<file path="src/rtl/branch_predict_unit.sv">
// Branch predict unit: direct-mapped BHT of 2-bit counters plus tagged BTB,
// read combinationally by fetch, trained by execute-stage resolution.
// Optional macro BRU_PERF_CNT_EN adds Br_Count / Mispred_Count outputs.
module branch_predict_unit #(
  parameter int unsigned PC_W      = 9,
  parameter int unsigned BHT_DEPTH = 16,
  parameter int unsigned BR_ADJ    = 8
) (
  input  logic            clk,
  input  logic            reset_n,
  input  logic [PC_W-1:0] F_PC,
  output logic            Pred_Taken,
  output logic [31:0]     Pred_Target,
  input  logic            Ex_Valid,
  input  logic [PC_W-1:0] Cur_PC,
  input  logic [31:0]     Imm,
  input  logic            Branch,
  input  logic            JmpSel,
  input  logic            JalrSel,
  input  logic [31:0]     AluResult,
  input  logic            Ex_PredTaken,
  input  logic [31:0]     Ex_PredTarget,
  input  logic            flag_halt,
  output logic [31:0]     PC_Imm,
  output logic [31:0]     PC_Four,
  output logic [31:0]     BrPC,
  output logic            PcSel,
  output logic            Flush,
  output logic            Halted
`ifdef BRU_PERF_CNT_EN
  ,
  output logic [31:0]     Br_Count,
  output logic [31:0]     Mispred_Count
`endif
);

  localparam int unsigned IDX_W = $clog2(BHT_DEPTH);
  localparam int unsigned TAG_W = PC_W - IDX_W - 2;

  typedef enum logic {RUN, HALT} state_t;

  state_t state_q, state_d;

  // Prediction tables, packed so reset and indexing stay simple
  logic [BHT_DEPTH-1:0]            vld_q;
  logic [BHT_DEPTH-1:0][1:0]       cnt_q;
  logic [BHT_DEPTH-1:0][TAG_W-1:0] tag_q;
  logic [BHT_DEPTH-1:0][PC_W-1:0]  tgt_q;

  logic [IDX_W-1:0] f_idx, e_idx;
  logic [TAG_W-1:0] f_tag, e_tag;
  logic             f_hit, e_hit;
  logic             halted;
  logic             taken, mispred, is_ctl, upd, redirect;
  logic [31:0]      pc_full, pc_imm, pc_four;
  logic [1:0]       cnt_inc, cnt_dec;
  logic             unused_fpc;

  assign f_idx      = F_PC[IDX_W+1:2];
  assign f_tag      = F_PC[PC_W-1:IDX_W+2];
  assign e_idx      = Cur_PC[IDX_W+1:2];
  assign e_tag      = Cur_PC[PC_W-1:IDX_W+2];
  assign halted     = (state_q == HALT);
  assign unused_fpc = ^F_PC[1:0];

  // Fetch lookup from registered tables (no bypass of same-cycle updates)
  always_comb begin
    f_hit       = vld_q[f_idx] && (tag_q[f_idx] == f_tag);
    Pred_Taken  = f_hit && cnt_q[f_idx][1] && !halted;
    Pred_Target = '0;
    if (Pred_Taken) Pred_Target = 32'(tgt_q[f_idx]);
  end

  // Execute-stage resolution against the piped prediction
  always_comb begin
    pc_full = 32'(Cur_PC);
    if (JalrSel)     pc_imm = AluResult;
    else if (JmpSel) pc_imm = pc_full + Imm;
    else             pc_imm = pc_full + Imm - 32'(BR_ADJ);
    pc_four  = (halted || flag_halt) ? 32'd0 : pc_full + 32'd4;
    taken    = (Branch && AluResult[0]) || JmpSel || JalrSel;
    mispred  = (taken != Ex_PredTaken) || (taken && (pc_imm != Ex_PredTarget));
    is_ctl   = Branch || JmpSel || JalrSel;
    upd      = Ex_Valid && is_ctl && !halted;
    redirect = upd && mispred;
    e_hit    = vld_q[e_idx] && (tag_q[e_idx] == e_tag);
    cnt_inc  = (cnt_q[e_idx] == 2'b11) ? 2'b11 : cnt_q[e_idx] + 2'd1;
    cnt_dec  = (cnt_q[e_idx] == 2'b00) ? 2'b00 : cnt_q[e_idx] - 2'd1;
  end

  assign PC_Imm  = pc_imm;
  assign PC_Four = pc_four;
  assign BrPC    = taken ? pc_imm : pc_four;
  assign PcSel   = redirect;
  assign Flush   = redirect;
  assign Halted  = halted;

  // Halt next-state: sticky once entered
  always_comb begin
    state_d = state_q;
    if (state_q == RUN && flag_halt) state_d = HALT;
  end

  // Halt state register
  always_ff @(posedge clk) begin
    if (!reset_n) state_q <= RUN;
    else          state_q <= state_d;
  end

  // Table training; a taken alias replaces the entry with a weakly-taken counter
  always_ff @(posedge clk) begin
    if (!reset_n) begin
      vld_q <= '0;
      cnt_q <= {BHT_DEPTH{2'b01}};
      tag_q <= '0;
      tgt_q <= '0;
    end else if (upd) begin
      if (taken) begin
        cnt_q[e_idx] <= e_hit ? cnt_inc : 2'b10;
        vld_q[e_idx] <= 1'b1;
        tag_q[e_idx] <= e_tag;
        tgt_q[e_idx] <= pc_imm[PC_W-1:0];
      end else if (e_hit) begin
        cnt_q[e_idx] <= cnt_dec;
      end
    end
  end

`ifdef BRU_PERF_CNT_EN
  // Performance counters; both gated by RUN through upd
  always_ff @(posedge clk) begin
    if (!reset_n) begin
      Br_Count      <= '0;
      Mispred_Count <= '0;
    end else begin
      if (upd)      Br_Count      <= Br_Count + 32'd1;
      if (redirect) Mispred_Count <= Mispred_Count + 32'd1;
    end
  end
`endif

endmodule

</file>
<file path="config.mk">
export PLATFORM = sky130hd
export DESIGN_NAME = branch_predict_unit
export DESIGN_NICKNAME = d
export VERILOG_FILES = /design/src/rtl/branch_predict_unit.sv
export SDC_FILE = /design/constraint.sdc
export NUM_CORES = 1
export LEC_CHECK = 0
export BUFFER_PORTS_ARGS = -buffer_cell sky130_fd_sc_hd__buf_4
export CAP_MARGIN = 20
export CORE_ASPECT_RATIO = 2
export CORE_UTILIZATION = 58
export DETAILED_ROUTE_END_ITERATION = 7
export GPL_ROUTABILITY_DRIVEN = 0
export HOLD_SLACK_MARGIN = 0.05
export PLACE_DENSITY = 0.8
export SLEW_MARGIN = 0
export SYNTH_ARGS = -nofsm -noshare
export SYNTH_HDL_FRONTEND = slang
export SYNTH_SLANG_ARGS = --single-unit
</file>
<file path="constraint.sdc">
create_clock -name clk -period 12.2 [get_ports clk]
set_input_delay 0.61 -clock clk [delete_from_list [all_inputs] [get_ports clk]]
set_output_delay 0.61 -clock clk [all_outputs]
set_load 0.02 [all_outputs]
</file>
==> impl_metrics.env <==
export IMPL_cts_sinks=241
export IMPL_cp_num_buf_inv=2
export IMPL_setup_viol=0
export IMPL_synth_top_cells_by_count="391 x nand2_1, 241 x dfxtp_1, 106 x clkbuf_1"
export IMPL_fin_skew_ns=0.0236
export IMPL_critPathLaunchType="primary input"
export IMPL_avgSynthCellArea_um2=8.69
export IMPL_cts_buffers=21
export IMPL_yosys_cell_count_top_type="nand2_1"
export IMPL_fp_dieH_um=235
export IMPL_drc=0
export IMPL_clk_pin_slew_ns=0.07
export IMPL_cts_buffer_depth=3
export IMPL_synthArstFlopShare=0
export IMPL_worstHoldPathType="reg2reg"
export IMPL_synth_cell_type_count=87
export IMPL_track_usage=0.363
export IMPL_hold_buffers=0
export IMPL_drt_initial_drc_count=1226
export IMPL_fmax_mhz=145
export IMPL_worstPathCellList="buf_4 > ha_1 > a21oi_2 > and2_0 > xor2_1 > ha_1 > nor2b_1 > nand4_1 > or3_1 > nor4_2 > o21ai_0 > nor4b_1 > or4_1 > nor4_1 > a21oi_1 > buf_4"
export IMPL_period_needed_ns=6.92
export IMPL_crit_family="simple AND/OR/NAND/NOR gates"
export IMPL_ys_ff_latch=241
export IMPL_final_nets=2080
export IMPL_status="complete, no violations"
export IMPL_crit_fanout=30
export IMPL_ys_top_cells_by_area="dfxtp_1 31%, mux4_2 13%, nand2_1 9.3%, a21boi_0 4.8%, o211a_1 4.4%"
export IMPL_fill_cells=2192
export IMPL_post_cts_setup_buffer_count=0
export IMPL_post_cts_resized=0
export IMPL_antenna_left=0
export IMPL_grt_max_degree=132
export IMPL_rr_endpoint="cnt_q[22]$_SDFFE_PN1P_"
export IMPL_numPortBuffers=206
export IMPL_finalMaxSlewViolations=0
export IMPL_peakVddDrop_mv=0.131
export IMPL_worstSetupPathDepth=16
export IMPL_slew_headroom=0.304
export IMPL_yosysSeqAreaShare=0.307
export IMPL_worstSetupEndpoint="Flush"
export IMPL_avgViaCountPerCell=6.45
export IMPL_clock_latency_ns=0.52
export IMPL_htreeDepth=1
export IMPL_dieArea_um2=27800
export IMPL_rsz0062_at_grt="no"
export IMPL_critical_path_class="in2out"
export IMPL_io_pin_count=254
export IMPL_synth_top_area_frac=0.307
export IMPL_cpPeakStageDelay_ns=0.81
export IMPL_critPathArrivalTime_ns=6.31
export IMPL_hold_viol=0
export IMPL_drive_gt1_frac=0.206
export IMPL_cts_tree="built"
export IMPL_p_leak_nw=7.61
export IMPL_num_vias=14900
export IMPL_end_kind="primary output"
export IMPL_rows=84
export IMPL_fp_dieW_um=118
export IMPL_min_from="tgt_q[6]$_SDFFE_PN0P_"
export IMPL_critPathLaunch="Cur_PC[2]"
export IMPL_dp_hpwl_mm=37.1
export IMPL_initial_core_util=0.594
export IMPL_worst_pin_slew_ns=1.04
export IMPL_max_cap_viol_count=0
export IMPL_antenna_found_initial=3
export IMPL_wl_mm=50.9
export IMPL_cts_root_buffer="clkbuf_16"
export IMPL_powerDensity_nw_per_um2=108
export IMPL_grt_pass1_wl_mm=78.5
export IMPL_critPathRequiredTime_ns=11.59
export IMPL_rr_worst_depth=8
export IMPL_crit_slowest_cell="nor4_2"
export IMPL_routedWlPerCell_um=22.1
export IMPL_ys_warn_count=0
export IMPL_firstDrtPassIters=7
export IMPL_ys_flop_type="dfxtp_1"
export IMPL_syn_inst=1810
export IMPL_yosys_area_top_type="dfxtp_1"
export IMPL_core_um2=26500
export IMPL_grt_overflow=0
export IMPL_syn_area_um2=15700
export IMPL_timing_rr_start="tag_q[9]$_SDFFE_PN0P_"
export IMPL_synth_edff_count=0
export IMPL_fin_setup_tns_ns=0
export IMPL_syn_to_final_growth_pct=15.0
export IMPL_period_share=0.567
export IMPL_power_total_mw=1.96
export IMPL_r2r_slack_ns=8.78
export IMPL_grt_pass1_vias=14700
==> kinds of logic (layout without fill, tap and decap cells) <==
logic type,count (synthesis),after routing,synth area share
and+or+nand+nor,759,759,0.231
DFF,241,241,0.307
xor gates and xnor gates,83,83,0.0477
other,1,47,0.000238
AOI/OAI and AO/OA,379,379,0.185
muxes,135,135,0.158
adders and majority gates,15,15,0.0124
buffers and inverters,197,300,0.0590
==> area by class of cell <==
class | count | area (µm²) | share of cell area
Multi-Input combinational cell | 1416 | 10200 | 0.562
Clock buffer | 24 | 567 | 0.0313
Clock inverter | 13 | 181 | 0.0100
Tap cell | 344 | 430 | 0.0238
Sequential cell | 241 | 4820 | 0.267
Inverter | 23 | 86.3 | 0.00477
Timing Repair Buffer | 240 | 1830 | 0.101
Antenna cell | 2 | 5.00 | 0.000277
==> worst register-to-register path, stage by stage, from the launching register on <==
cell and delay (ns):
dfxtp_1 0.34, mux4_2 0.48, mux4_2 0.47, xnor2_1 0.33
nand4_1 0.33, o31ai_1 0.95, buf_4 0.31, mux2i_1 0.08
nand2_1 0.07
==> per-layer routing <==
metal,share of wire,wire [µm],track usage,up-vias
met5,0.00026,13,0,-
met4,0.11,5390,0.354,2
met3,0.076,3880,0.0816,314
met2,0.51,25800,0.648,815
met1,0.31,15700,0.330,7043
li1,-,-,-,6679
==> per-stage QoR <==
step           worst slack [ns]  cell area [µm²]  hold WS (ns)  utilization  cells
3_5_place_dp               5.59            17300         0.460        0.652   2260
2_1_floorplan              6.60            15900         0.439            -   1854
3_3_place_gp               5.72            17300         0.449        0.652   2260
6_report                   5.28            18100         0.463        0.683   2303
4_1_cts                    5.60            18000         0.463        0.681   2297
5_1_grt                    5.06            18100         0.481        0.683   2302
==> power by group <==
group	internal, mW	switching (mW)
sequential	0.796	0.00614
combinational	0.158	0.268
clock	0.422	0.307
total	1.38	0.581
==> state kept, by name (all words and copies together), names as in the netlist <==
signal / cells
Halted: 1
cnt_q: 32
tag_q: 48
vld_q: 16
tgt_q: 144
==> worst min-delay path by stage <==
stage / cells after the start / endpoint / slack, ns
2_1_floorplan: 2 / cnt_q[12]$_SDFFE_PN1P_ / 0.44
3_3_place_gp: 2 / tgt_q[32]$_SDFFE_PN0P_ / 0.45
3_5_place_dp: 2 / tgt_q[24]$_SDFFE_PN0P_ / 0.46
4_1_cts: 3 / tag_q[14]$_SDFFE_PN0P_ / 0.46
5_1_grt: 3 / tag_q[23]$_SDFFE_PN0P_ / 0.48
6_report: 2 / tgt_q[6]$_SDFFE_PN0P_ / 0.46
==> cells in the final DEF (no fill, tap or decap), types with 25 or more instances in the layout <==
cell / count
buf_4: 238
a21oi_1: 25
and2_1: 63
xnor2_1: 51
o21ai_0: 60
nand2_1: 391
nand3_1: 59
mux4_2: 90
nor2b_1: 37
conb_1: 45
o211a_1: 69
a21boi_0: 100
xor2_1: 30
dfxtp_1: 241
nor2_1: 63
mux2i_1: 39
nor3_1: 29
Note: power is estimated with default switching activity, not from simulation.
